[src/rtl/tmr_scrub_reg.sv]
// Triplicated, self-scrubbing register. The three copies (A/B/C) feed
// downstream majority voters and are reloaded from their own bitwise
// majority every cycle, so a single-copy upset persists for one cycle only.
// Upsets are counted per copy and reported through a one-entry valid/ready
// event buffer. An injection port flips bits in one chosen copy for testing.
module tmr_scrub_reg #(
    parameter int               WIDTH     = 8,
    parameter int               CNT_W     = 8,
    parameter logic [WIDTH-1:0] RESET_VAL = '0
) (
    input  logic             clk,
    input  logic             rstn,
    input  logic             wr_en,
    input  logic [WIDTH-1:0] wr_data,
    input  logic             inj_en,
    input  logic [1:0]       inj_copy,
    input  logic [WIDTH-1:0] inj_mask,
    output logic [WIDTH-1:0] outA,
    output logic [WIDTH-1:0] outB,
    output logic [WIDTH-1:0] outC,
    output logic [WIDTH-1:0] voted,
    output logic             seu_valid,
    input  logic             seu_ready,
    output logic [2:0]       seu_copies,
    output logic [WIDTH-1:0] seu_diff,
    output logic             seu_overflow,
    input  logic             clr_cnt,
    output logic [CNT_W-1:0] cnt_A,
    output logic [CNT_W-1:0] cnt_B,
    output logic [CNT_W-1:0] cnt_C
);

    localparam logic [CNT_W-1:0] CNT_MAX = '1;

    // Index 0/1/2 = copy A/B/C throughout.
    logic [WIDTH-1:0] copy_q [3];
    logic [WIDTH-1:0] copy_d [3];
    logic [CNT_W-1:0] cnt_q  [3];
    logic [CNT_W-1:0] cnt_d  [3];

    logic             valid_q,    valid_d;
    logic [2:0]       copies_q,   copies_d;
    logic [WIDTH-1:0] evdiff_q,   evdiff_d;
    logic             overflow_q, overflow_d;

    logic [WIDTH-1:0] voted_w;
    logic [WIDTH-1:0] diff [3];
    logic [WIDTH-1:0] diff_any;
    logic [2:0]       up;
    logic [WIDTH-1:0] base;
    logic             pop;

    // Majority vote and per-copy disagreement with it.
    always_comb begin
        voted_w = (copy_q[0] & copy_q[1]) | (copy_q[0] & copy_q[2]) | (copy_q[1] & copy_q[2]);
        for (int k = 0; k < 3; k++) begin
            diff[k] = copy_q[k] ^ voted_w;
            up[k]   = |diff[k];
        end
        diff_any = diff[0] | diff[1] | diff[2];
    end

    // Next copy values: write or scrub, then optional bit flips in one copy.
    always_comb begin
        base = wr_en ? wr_data : voted_w;
        for (int k = 0; k < 3; k++) begin
            copy_d[k] = base ^ ((inj_en && inj_copy == 2'(k + 1)) ? inj_mask : '0);
        end
    end

    // Per-copy saturating upset counters; clear dominates increment.
    always_comb begin
        for (int k = 0; k < 3; k++) begin
            if (clr_cnt) begin
                cnt_d[k] = '0;
            end else if (up[k] && cnt_q[k] != CNT_MAX) begin
                cnt_d[k] = cnt_q[k] + CNT_W'(1);
            end else begin
                cnt_d[k] = cnt_q[k];
            end
        end
    end

    // One-entry event buffer: a new upset fills it when empty or when the
    // current entry is being popped this cycle; otherwise it is dropped and
    // the sticky overflow flag records the loss.
    always_comb begin
        // NOTE: every signal gets a default first so no path leaves it
        // unassigned; that is what keeps this block free of latches.
        valid_d    = valid_q;
        copies_d   = copies_q;
        evdiff_d   = evdiff_q;
        overflow_d = overflow_q;
        pop        = valid_q && seu_ready;
        if (|up) begin
            if (!valid_q || pop) begin
                valid_d  = 1'b1;
                copies_d = up;
                evdiff_d = diff_any;
            end else begin
                overflow_d = 1'b1;
            end
        end else if (pop) begin
            valid_d = 1'b0;
        end
        if (clr_cnt) begin
            overflow_d = 1'b0;
        end
    end

    // State registers; reset drops any pending event.
    always_ff @(posedge clk or negedge rstn) begin
        if (!rstn) begin
            for (int k = 0; k < 3; k++) begin
                copy_q[k] <= RESET_VAL;
                cnt_q[k]  <= '0;
            end
            valid_q    <= 1'b0;
            copies_q   <= '0;
            evdiff_q   <= '0;
            overflow_q <= 1'b0;
        end else begin
            // NOTE: non-blocking assignments so every register samples the
            // pre-edge values, independent of statement order.
            for (int k = 0; k < 3; k++) begin
                copy_q[k] <= copy_d[k];
                cnt_q[k]  <= cnt_d[k];
            end
            valid_q    <= valid_d;
            copies_q   <= copies_d;
            evdiff_q   <= evdiff_d;
            overflow_q <= overflow_d;
        end
    end

    assign outA         = copy_q[0];
    assign outB         = copy_q[1];
    assign outC         = copy_q[2];
    assign voted        = voted_w;
    assign seu_valid    = valid_q;
    assign seu_copies   = copies_q;
    assign seu_diff     = evdiff_q;
    assign seu_overflow = overflow_q;
    assign cnt_A        = cnt_q[0];
    assign cnt_B        = cnt_q[1];
    assign cnt_C        = cnt_q[2];

endmodule
[config.mk]
export PLATFORM = sky130hd
export DESIGN_NAME = tmr_scrub_reg
export DESIGN_NICKNAME = d
export VERILOG_FILES = /design/src/rtl/tmr_scrub_reg.sv
export SDC_FILE = /design/constraint.sdc
export NUM_CORES = 1
export LEC_CHECK = 0
export BUFFER_PORTS_ARGS = -buffer_cell sky130_fd_sc_hd__buf_2
export CORE_MARGIN = 3
export CORE_UTILIZATION = 50
export DETAILED_ROUTE_END_ITERATION = 10
export PLACE_DENSITY = 0.76
export SETUP_SLACK_MARGIN = 0.3
export SLEW_MARGIN = 30
export SYNTH_ARGS = -nofsm -noshare
export SYNTH_HDL_FRONTEND = slang
export SYNTH_SLANG_ARGS = --single-unit
export TNS_END_PERCENT = 5
[constraint.sdc]
create_clock -name clk -period 4.12 [get_ports clk]
set_input_delay 0.206 -clock clk [delete_from_list [all_inputs] [get_ports clk]]
set_output_delay 0.206 -clock clk [all_outputs]
set_load 0.02 [all_outputs]
# Yosys cells after proc, flatten, opt, wreduce, memory -nomap -nowiden
# Index checks and enable logic that the tools add are counted.
# W data, S select, Z words.
[word_totals] in_bits=24 latch_bits=0 register_bits=61 romBits=0 ramBits=0 n_memories=0 elab_cells=71 output_inout_bits=69
[classes] mul=0 n_bitwise=13 n_mux=16 n_reduce_logical=21 n_div=0 n_eq_ne=8 shift=0 order_cmp=0 add_sub_neg=3
[op_table] cell="$mux W8" n=10
[op_table] cell="$xor A8 B8 Y8" n=6
[op_table] cell="$or A8 B8 Y8" n=4
[op_table] cell="$add A8 B1 Y8 const B" n=3
[op_table] cell="$and A8 B8 Y8" n=3
[op_table] cell="$ne A8 B8 Y1 const B" n=3
[op_table] cell="$reduce_or A24 Y1" n=1
[op_table] cell="$reduce_or A8 Y1" n=3
[op_table] cell="$reduce_bool A2 Y1" n=5
[op_table] cell="$logic_and A1 B1 Y1" n=7
[op_table] cell="$mux W1" n=6
[op_table] cell="$reduce_and A2 Y1" n=3
[op_table] cell="$eq A2 B2 Y1 const B" n=2
[op_table] cell="$eq A2 B1 Y1 const B" n=1
[op_table] cell="$ne A2 B1 Y1 const B" n=1
[op_table] cell="$ne A2 B2 Y1 const B" n=1
[op_table] cell="$logic_not A1 Y1" n=1
[op_table] cell="$logic_or A1 B1 Y1" n=1

# Logic depth before layout (Yosys ltp)
# Gate-level depths: netlist of run 1.
[depth] ltp_word=8 mapped_depth=7 depth_no_buf=5

# Least setup slack after synthesis of run 1
# Ideal clock, no wire load.
[synth_path] path_type="reg-to-reg" startpoint="register copy_q, in the netlist outC[6]" endpoint="register valid_q, in the netlist seu_valid" synth_period_minus_slack_ps=2056 path_buffers=0 arrival_ps=1917 stages_incl_launch_ff=5 slack_ps=2064 t_required_ps=3981 setup_ps=139 cell_sequence="dfrtp_1 > a21oi_2 > o22ai_2 > or4_4 > or4_1"
[synth_via] elab_chain_len=7 elab_cells_between_ends=12 classes_between="eq/ne (1); mux (1); bitwise (7); reduce/logical (3)"
[synth_lines] item="start, declared" line_no="36" text="logic [WIDTH-1:0] copy_q [3];"
[synth_lines] item="start signal, assigned by index" line_no="126" text="copy_q[k] <= copy_d[k];"
[synth_lines] item="$and A8 B8 Y8" line_no="55" text="voted_w = (copy_q[0] & copy_q[1]) | (copy_q[0] & copy_q[2]) | (copy_q[1] & copy_q[2]);"
[synth_lines] item="$or A8 B8 Y8 (2 in a row)" line_no="55"
[synth_lines] item="$xor A8 B8 Y8" line_no="57" text="diff[k] = copy_q[k] ^ voted_w;"
[synth_lines] item="$reduce_or A24 Y1 *" line_no="95" text="if (|up) begin"
[synth_lines] item="$ne A2 B1 Y1 (no source line) / $reduce_bool A2 Y1 (equally long branches)"
[synth_lines] item="$reduce_and A2 Y1 (no source line)"
[synth_lines] item="end signal, assigned" line_no="129" text="valid_q <= valid_d;"
[synth_lines] item="end, declared" line_no="41" text="logic valid_q, valid_d;"
# Mark *: on every way between the ends. The rest lies on a longest branch, timed or not.
# A chain may end at the register's enable or synchronous reset.

# Worst setup path in the final report of run 1
[layout_path] startpoint="register copy_q, in the netlist outB[4]" endpoint="register evdiff_q[0], in the netlist seu_diff[0]"
[layout_via] elab_chain_len=6 elab_cells_between_ends=9 classes_between="bitwise (7); reduce/logical (2)"
[layout_lines] item="$and A8 B8 Y8" line_no="55"
[layout_lines] item="$or A8 B8 Y8 (2 in a row)" line_no="55"
[layout_lines] item="$xor A8 B8 Y8" line_no="57"
[layout_lines] item="$reduce_or A24 Y1 *" line_no="95"
[layout_lines] item="$reduce_and A2 Y1 (no source line) *"
[layout_lines] item="end signal, assigned" line_no="131" text="evdiff_q <= evdiff_d;"
[layout_lines] item="end, declared" line_no="43" text="logic [WIDTH-1:0] evdiff_q, evdiff_d;"
# Marks and branches as above.

==> metrics.yaml, run 1 <==
global_routing:
  grt_pass1_vias: 3043
  grt_first_pass_wirelength_um: 14600
  antenna_found_initial: 0
  grt_max_degree: 62
  grt.total_usage_pct: 21.8
  grt_overflow: 0
route:
  wl_per_cell_um: 15.2
  highest_layer: "met4"
  drt_iter0_markers: 142
  wirelength_um: 8630
  dr_wl_met2_um: 4100
  met1_length_um: 3830
  routed-wl-met3_um: 556
  vias: 3226
  remaining_drc_errors: 0
  first_pass_iters: 5
  viasPerCell: 5.68
  ant_nets: 0
setup_path:
  cp-start-kind: "flip-flop"
  cp.required_ns: 4.35
  worstPathArrival_ns: 2.77
  reg2reg_from: "outB[4]$_DFF_PN0_"
  cp-end-kind: "flip-flop"
  worst_path_largest_cell_delay_ns: 0.65
  path_max_fanout: 18
  crit_chain: "and3b_1 > nor4_1 > and4_1 > a31oi_4 > mux2_4"
  critPathSlowestCell: "and4_1"
  critPathKind: "reg -> reg"
  crit_start: "outB[4]$_DFF_PN0_"
  critPathBufInv: 0
  critPathTopFamily: "simple AND/OR/NAND/NOR gates"
floorplan:
  die-area_um2: 8200
  die_x_um: 90.6
  die_h_um: 90.6
  num_rows: 30
  ios: 93
  start_util_pct: 52.1
  core_um2: 6870
power_and_ir_drop:
  combPwrFrac_pct: 36.1
  p_sw_share_pct: 39.9
  power_frac_clock_pct: 23.9
  seqPwrFrac_pct: 40.0
  vdd_ir_drop_max_uv: 322
  p_leak_nw: 1.90
  p_per_area_nw_per_um2: 493
  switchingPower_uw: 844
  p_int_mw: 1.27
run:
  max_cap_viol_count: 0
logic_synthesis:
  syn_nets: 405
  synth_cell_types: 48
  yosys_warnings: 0
  yosysSeqAreaShare_pct: 42.7
  syn_inst: 378
  async_reset_ff_share_pct: 100
  syn_area_um2: 3580
  synthFlopType: "dfrtp_1"
  syn_area_per_cell_um2: 9.46
  synth_edf_count: 0
  ys_ff_latch: 61
cts:
  cts_made_buffers: 9
  cts_tree: "built"
  cts_sinks: 61
  cts.path.max_buffers: 2
  htreeDepth: 3
  post_cts_resized: 0
  cts_hold_buffers: 0
  cts-root-buf: "clkbuf_8"
  cts_setup_buffers: 0
  clkTransAtPathRegs_ns: 0.07
  clock_latency_ns: 0.34
sta:
  tightest_slew_ns: 0.878
  finClkSkew_ns: 0.00677
  holdWs_ns: 0.0215
  fmax_ghz: 0.393
  slew_violations: 0
  period_share_pct: 61.8
  setup_ws_ns: 1.57
  hold_viol: 0
  slew_headroom_pct: 41.0
  setup_viol: 0
  rsz0062_at_grt: "false"
  setup_tns_ns: 0
  finalCriticalPeriod_ns: 2.55
finish:
  layout_common_cells: "buf_2 (92), dfrtp_1 (61), nand2_1 (48), a21oi_1 (33), nor2_1 (26)"
  nets: 496
  layout_commonest_cell: "buf_2"
  drive_gt1_share_pct: 28.6
  stdcell_count: 568
  num_antenna_cells: 0
  area_delta_synth_final_pct: 20.0
  nFillCells: 587
  fin_util_pct: 62.5
placed_design:
  pre_cts_ws_ns: 1.57
  port_buffers: 92
  hpwlAfterDp_um: 6260
  routabilityCongestion: 0.800
  place_inst: 554
hold_path:
  min_path_type: "in -> async"
outcome:
  status: "finished clean"
-- Yosys cell counts, drive strengths merged, types with 6 or more instances --
cell / count / area share [%]
dfrtp: 61 / 43
nand2: 48 / 5.0
a21oi: 38 / 5.8
nor2: 26 / 2.7
xor2: 24 / 5.9
o21ai: 15 / 2.1
or4: 14 / 3.0
nand3: 12 / 1.7
nand3b: 12 / 2.5
mux2: 10 / 3.9
o31ai: 9 / 1.9
clkbuf: 8 / 0.84
inv: 8 / 0.84
nor3: 8 / 1.1
nor4: 8 / 2.6
or3b: 8 / 2.0
nand4: 7 / 1.4
nor3b: 7 / 1.5
o21a: 7 / 1.5
and3b: 6 / 1.5
o22ai: 6 / 1.2
-- final cells by class --
class                           instances  area, um^2  area share [%]
Multi-Input combinational cell        296        1960            45.7
Tap cell                               96         120            2.80
Timing Repair Buffer                   93         468            10.9
Sequential cell                        61        1530            35.6
Clock buffer                           13         179            4.17
Inverter                                8        30.0           0.700
Clock inverter                          1        5.00           0.117
-- flip-flops by register name, indices dropped and copies added (netlist names), 3 cells and up --
| name | count |
|---|---|
| cnt_A | 8 |
| cnt_B | 8 |
| cnt_C | 8 |
| outA | 8 |
| outB | 8 |
| outC | 8 |
| seu_copies | 3 |
| seu_diff | 8 |
-- path summary, 6_finish.rpt --
| check | cells after the start | slack (ns) | end |
|---|---|---|---|
| setup / recovery | 5 | 1.57 | seu_diff[0]$_DFFE_PN0P_ |
| hold / removal | 2 | 0.02 | cnt_C[6]$_DFFE_PN0P_ |
| setup reg to reg | 5 | 1.57 | seu_diff[0]$_DFFE_PN0P_ |
| hold reg to reg | 1 | 0.51 | cnt_B[6]$_DFFE_PN0P_ |
| max in group asynchronous | 2 | 3.60 | outA[7]$_DFF_PN0_ |
| min in group clk | 3 | 0.14 | outB[4]$_DFF_PN0_ |
-- per-stage QoR --
stage,instance area [um^2],total power [mW]
2_1_floorplan,3580,1.37
3_3_place_gp,4110,1.60
3_5_place_dp,4110,1.62
4_1_cts,4290,2.13
5_1_grt,4290,2.25
6_report,4290,2.11
-- logic make-up after synthesis --
| family | count (synthesis) | share of synthesized area [%] |
|---|---|---|
| compound gates | 85 | 15.5 |
| xor+xnor | 24 | 5.88 |
| fa+ha+maj | 3 | 1.05 |
| buf+inv | 21 | 2.41 |
| flops | 61 | 42.7 |
| mux | 12 | 4.44 |
| simple gates | 172 | 28.1 |
-- power by group through the flow --
stage	Sequential (mW)	Combinational, mW	Clock (mW)
2_1_floorplan	0.952	0.418	0
3_3_place_gp	0.843	0.756	0
3_5_place_dp	0.853	0.770	0
4_1_cts	0.844	0.772	0.512
5_1_grt	0.870	0.838	0.539
6_report	0.846	0.763	0.505
-- routing by layer --
layer / up-vias / global-route usage, %
met4: 0 / 8.42
met2: 98 / 34.3
li1: 1581 / -
met5: - / 0
met1: 1534 / 29.3
met3: 13 / 4.67
(Power assumes the default switching activity.)
==> run 2, diff against run 1 <==
==> constraint.sdc (replaced) <==
create_clock -name clk -period 2.6 [get_ports clk]
set_input_delay 0.13 -clock clk [delete_from_list [all_inputs] [get_ports clk]]
set_output_delay 0.13 -clock clk [all_outputs]
set_load 0.02 [all_outputs]
==> run 2 against run 1 <==
Against the previous run:
- setup slack got worse by 1.2 ns
- maximum frequency increased by 16%
- cell area increased by 2.7%
- sequential cell count unchanged
- register-to-register slack got worse by 1.2 ns
- worst hold slack improved by 0.037 ns
- sequential share of layout area decreased by 0.93 points
- first-iteration DRC count decreased by 4.9%
- largest power group unchanged
==> metrics.yaml, run 2 (synthesis gave the netlist of run 1 again) <==
sta:
  slew_violations: 0
  tightest_slew_ns: 0.771
  rsz0062_at_grt: "true"
  finClkSkew_ns: 0.0102
  holdWs_ns: 0.0586
  setup_tns_ns: 0
  setup_viol: 0
  finalCriticalPeriod_ns: 2.19
  setup_ws_ns: 0.411
  slew_headroom_pct: 48.6
  fmax_ghz: 0.457
  period_share_pct: 84.2
  hold_viol: 0
finish:
  final_area_um2: 4410
  multiInputGateArea_um2: 1980
  num_antenna_cells: 0
  nets: 501
  drive_gt1_share_pct: 29.6
  layout_common_cells: "buf_2 (92), dfrtp_1 (61), nand2_1 (48), a21oi_1 (33), nor2_1 (26)"
  layout_commonest_cell: "buf_2"
  nFillCells: 588
  fin_util_pct: 64.2
  ff_latch_area_um2: 1530
  area_delta_synth_final_pct: 23.2
power_and_ir_drop:
  p_int_mw: 2.26
  p_per_area_nw_per_um2: 824
  vdd_ir_drop_max_uv: 467
  switchingPower_mw: 1.37
  combPwrFrac_pct: 34.3
  p_sw_share_pct: 37.8
  p_leak_nw: 1.95
  power_frac_clock_pct: 28.7
  seqPwrFrac_pct: 37.1
hold_path:
  min_path_type: "in -> reg"
route:
  ant_nets: 0
  remaining_drc_errors: 0
  first_pass_iters: 4
  wirelength_um: 8750
  viasPerCell: 5.64
  drt_iter0_markers: 135
  wl_per_cell_um: 15.2
  vias: 3244
outcome:
  status: "finished clean"
cts:
  clock_latency_ns: 0.34
  cts.path.max_buffers: 2
  cts_sinks: 61
  cts_made_buffers: 9
  cts_tree: "built"
  htreeDepth: 3
  clkTransAtPathRegs_ns: 0.07
  cts-root-buf: "clkbuf_8"
placed_design:
  pre_cts_ws_ns: 0.264
  dpl_cell_area_um2: 4130
  port_buffers: 92
  hpwlAfterDp_um: 6410
  routabilityCongestion: 0.849
setup_path:
  worst_path_largest_cell_delay_ns: 0.49
  crit_chain: "or3b_2 > nand4_1 > nor4_4 > buf_4 > nor4_2 > mux2_2"
  critPathSlowestCell: "or3b_2"
  path_max_fanout: 17
  critPathKind: "reg -> reg"
  cp-end-kind: "flip-flop"
  worstPathArrival_ns: 2.42
  cp.required_ns: 2.83
  cp-start-kind: "flip-flop"
global_routing:
  grt_first_pass_wirelength_um: 14400
  antenna_found_initial: 0
  grt_max_degree: 62
  grt_pass1_vias: 2979
  grt.total_usage_pct: 21.6
  grt_overflow: 0
floorplan:
  die_h_um: 90.6
  die_x_um: 90.6
  die-area_um2: 8200
  ios: 93
  core_um2: 6870
  num_rows: 30
  start_util_pct: 52.1
run:
  max_cap_viol_count: 0
-- run 2: cell types whose count changed in the layout (fill, tap and decap cells not counted), sizes merged --
cell | previous run | this run
clkbuf | 13 | 12
bufinv | 0 | 3
dlygate4sd3 | 0 | 1
buf | 93 | 97
-- run 2: what timing repair did --
item | in CTS | in global routing
endpoints found under the hold margin | 61 | 0
resized for setup | 0 | 3
setup buffers | 1 | 0
endpoints found under the setup margin | 7 | 2
hold buffers | 1 | 0
pin swaps | 1 | 0
-- run 2: critical path, delay by kind of cell (launching register included) --
kind | cells | cell delay, ns
and+or+nand+nor | 4 | 1.05
DFF | 1 | 0.48
muxes | 1 | 0.36
buffers and inverters | 1 | 0.19
-- run 2: cell type report --
cell class / count / area share (%)
Tap cell: 96 / 2.73
Sequential cell: 61 / 34.6
Timing Repair Buffer: 98 / 11.5
Multi-Input combinational cell: 296 / 45.0
Inverter: 8 / 0.681
Clock buffer: 12 / 3.29
Clock inverter: 4 / 2.16
-- run 2: layer usage --
metal / part of all wire, % / vias up / GRT usage, % / routed length [um]
li1: - / 1592 / - / -
met1: 45 / 1533 / 29.3 / 3950
met2: 46 / 104 / 33.5 / 4000
met3: 7.2 / 15 / 5.75 / 632
met4: 1.9 / 0 / 7.65 / 165
met5: 0 / - / 0 / 0
-- run 2: final timing paths --
path                                          from                 endpoint  slack, ns  depth (start not counted)
setup / recovery                 outB[7]$_DFF_PN0_     cnt_C[5]$_DFFE_PN0P_       0.41                          6
hold / removal                         inj_mask[2]        outC[2]$_DFF_PN0_       0.06                          3
setup reg to reg                 outB[7]$_DFF_PN0_     cnt_C[5]$_DFFE_PN0P_       0.41                          6
hold reg to reg            seu_diff[2]$_DFFE_PN0P_  seu_diff[2]$_DFFE_PN0P_       0.52                          1
max in group asynchronous                     rstn    seu_valid$_DFFE_PN0P_       1.61                          3
min in group asynchronous                     rstn     cnt_C[7]$_DFFE_PN0P_       0.47                          3
-- run 2: per-stage QoR --
stage,power [mW],std cells
after global placement,2.56,557
after global routing,3.83,575
final,3.63,575
after floorplan,2.17,378
after CTS,3.64,575
after detailed placement,2.59,557
-- run 2: power groups by stage --
stage / sequential, mW / clock, mW / combinational [mW]
4_1_cts: 1.34 / 1.05 / 1.24
3_5_place_dp: 1.36 / 0 / 1.23
3_3_place_gp: 1.34 / 0 / 1.22
6_report: 1.35 / 1.04 / 1.24
5_1_grt: 1.38 / 1.09 / 1.36
2_1_floorplan: 1.51 / 0 / 0.663
==> run 3, diff against run 2 <==
==> constraint.sdc (replaced) <==
create_clock -name clk -period 2.18 [get_ports clk]
set_input_delay 0.109 -clock clk [delete_from_list [all_inputs] [get_ports clk]]
set_output_delay 0.109 -clock clk [all_outputs]
set_load 0.02 [all_outputs]
==> run 3 against run 2 <==
Against the previous run:
- setup slack worse by 0.30 ns
- final cell count up 2.6%
- highest routed layer unchanged
- clock skew is 0.0028 ns higher
- largest power group is now combinational logic
- sequential cell count is the same
- wire length increased by 2.3%
- critical path type unchanged
- power grew 18%
- core utilization increased by 3.4 points
- maximum frequency rose by 5.8%
- register-to-register slack lost 0.30 ns
- non-clock buffer count rose by 17
- clock power down 7%
==> metrics.yaml, run 3 (synthesis gave the netlist of run 1 again) <==
finish:
  layout_commonest_cell: "buf_2"
  num_antenna_cells: 0
  nets: 518
  multiInputGateArea_um2: 2100
  layout_common_cells: "buf_2 (93), nand2_1 (48), dfrtp_1 (38), a21oi_1 (31), nor2_1 (26)"
  area_delta_synth_final_pct: 29.7
  ff_latch_area_um2: 1560
  fin_util_pct: 67.5
  nFillCells: 538
  drive_gt1_share_pct: 38.3
route:
  first_pass_iters: 4
  wl_per_cell_um: 15.2
  drt_iter0_markers: 153
  viasPerCell: 5.62
  wirelength_um: 8950
  vias: 3315
  remaining_drc_errors: 0
  ant_nets: 0
sta:
  hold_viol: 0
  period_share_pct: 94.9
  finalCriticalPeriod_ns: 2.07
  setup_viol: 0
  finClkSkew_ns: 0.0130
  slew_violations: 0
  setup_tns_ns: 0
  fmax_ghz: 0.484
  rsz0062_at_grt: "true"
  slew_headroom_pct: 51.0
  tightest_slew_ns: 0.732
floorplan:
  die_h_um: 90.6
  die_x_um: 90.6
  ios: 93
  num_rows: 30
  start_util_pct: 52.1
  die-area_um2: 8200
  core_um2: 6870
cts:
  htreeDepth: 3
  clkTransAtPathRegs_ns: 0.07
  clock_latency_ns: 0.34
  cts_tree: "built"
  cts_sinks: 61
  cts-root-buf: "clkbuf_8"
  cts_made_buffers: 9
  cts.path.max_buffers: 2
setup_path:
  path_max_fanout: 8
  cp-start-kind: "flip-flop"
  path_depth: 7
  reg2reg_from: "outC[4]$_DFF_PN0_"
  crit_start: "outC[4]$_DFF_PN0_"
  worst_path_largest_cell_delay_ns: 0.47
  cp-end-kind: "flip-flop"
  critPathBufInv: 2
  critPathSlowestCell: "dfrtp_2"
  crit_chain: "and3b_1 > nor4_4 > buf_4 > and4_4 > a31oi_4 > buf_12 > mux2_4"
  r2r_setup_slack_ns: 0.11
  worst-r2r-cell-count: 7
  critPathKind: "reg -> reg"
  rr_endpoint: "seu_diff[5]$_DFFE_PN0P_"
  critPathTopFamily: "simple AND/OR/NAND/NOR gates"
  worstPathArrival_ns: 2.29
  cp.required_ns: 2.40
hold_path:
  whs_path_depth: 3
  min_to: "outA[7]$_DFF_PN0_"
  min_path_type: "in -> reg"
  min_from: "inj_mask[7]"
global_routing:
  grt.total_usage_pct: 23.1
  grt_max_degree: 29
  grt_pass1_vias: 3147
  antenna_found_initial: 0
  grt_overflow: 0
  grt_first_pass_wirelength_um: 15400
placed_design:
  routabilityCongestion: 0.802
  hpwlAfterDp_um: 6320
  port_buffers: 92
power_and_ir_drop:
  fin_total_pwr_mw: 4.27
  p_per_area_nw_per_um2: 921
  vdd_ir_drop_max_uv: 523
  p_leak_nw: 2.01
outcome:
  status: "finished clean"
run:
  max_cap_viol_count: 0
[run 3: cell types whose count changed in the layout (fill, tap and decap cells not counted), sizes merged]
cell and delta:
bufinv -2, buf +17
[run 3: worst min-delay path: stages]
cell and delay, ns:
buf_2 0.11, nand2_1 0.06, xor2_1 0.06
[run 3: metal layers]
metal  global-route usage [%]  vias to the layer above  routed length (um)
met2                     37.0                       97                4250
met1                     30.0                     1574                3960
met3                     5.67                       16                 561
li1                         -                     1628                   -
met5                        0                        -                   0
met4                     9.06                        0                 179
[run 3: worst max-delay path by stage]
stage                                         end  slack (ns)
final                     seu_diff[5]$_DFFE_PN0P_        0.11
after global routing      seu_diff[2]$_DFFE_PN0P_        0.04
after CTS                 seu_diff[1]$_DFFE_PN0P_        0.16
after detailed placement     cnt_B[5]$_DFFE_PN0P_        0.06
after global placement       cnt_B[5]$_DFFE_PN0P_        0.05
after floorplan             seu_valid$_DFFE_PN0P_        0.18
[run 3: timing repair]
| item | in CTS | in global routing |
|---|---|---|
| resized for setup | 26 | 2 |
| hold endpoints to repair | 14 | 0 |
| gates cloned | 0 | 0 |
| setup endpoints to repair | 37 | 37 |
| pin swaps | 10 | 2 |
| hold buffers | 1 | 0 |
| buffers inserted | 9 | 0 |
[run 3: power by group]
group | internal [mW] | leakage, nW | switching, mW
sequential | 1.34 | 0.738 | 0.281
combinational | 0.708 | 1.18 | 0.974
clock | 0.546 | 0.0923 | 0.424
total | 2.59 | 2.01 | 1.68
[run 3: final cells by class]
cell class | count | share of cell area [%]
flip-flops and latches | 61 | 33.5
clock buffers | 12 | 3.13
multi-input cells | 296 | 45.3
inverters | 8 | 0.648
clock inverters | 2 | 0.756
repair buffers | 115 | 14.1
well taps | 96 | 2.59
[run 3: per-stage QoR]
stage | setup slack (ns) | hold WS [ns] | instance area (um^2) | std cells
2_1_floorplan | 0.182 | -0.187 | 3600 | 378
3_3_place_gp | 0.0522 | 0.0440 | 4220 | 566
3_5_place_dp | 0.0638 | 0.0392 | 4220 | 566
4_1_cts | 0.161 | 0.0266 | 4620 | 590
5_1_grt | 0.0402 | 0.0405 | 4640 | 590
6_report | 0.112 | 0.0333 | 4640 | 590
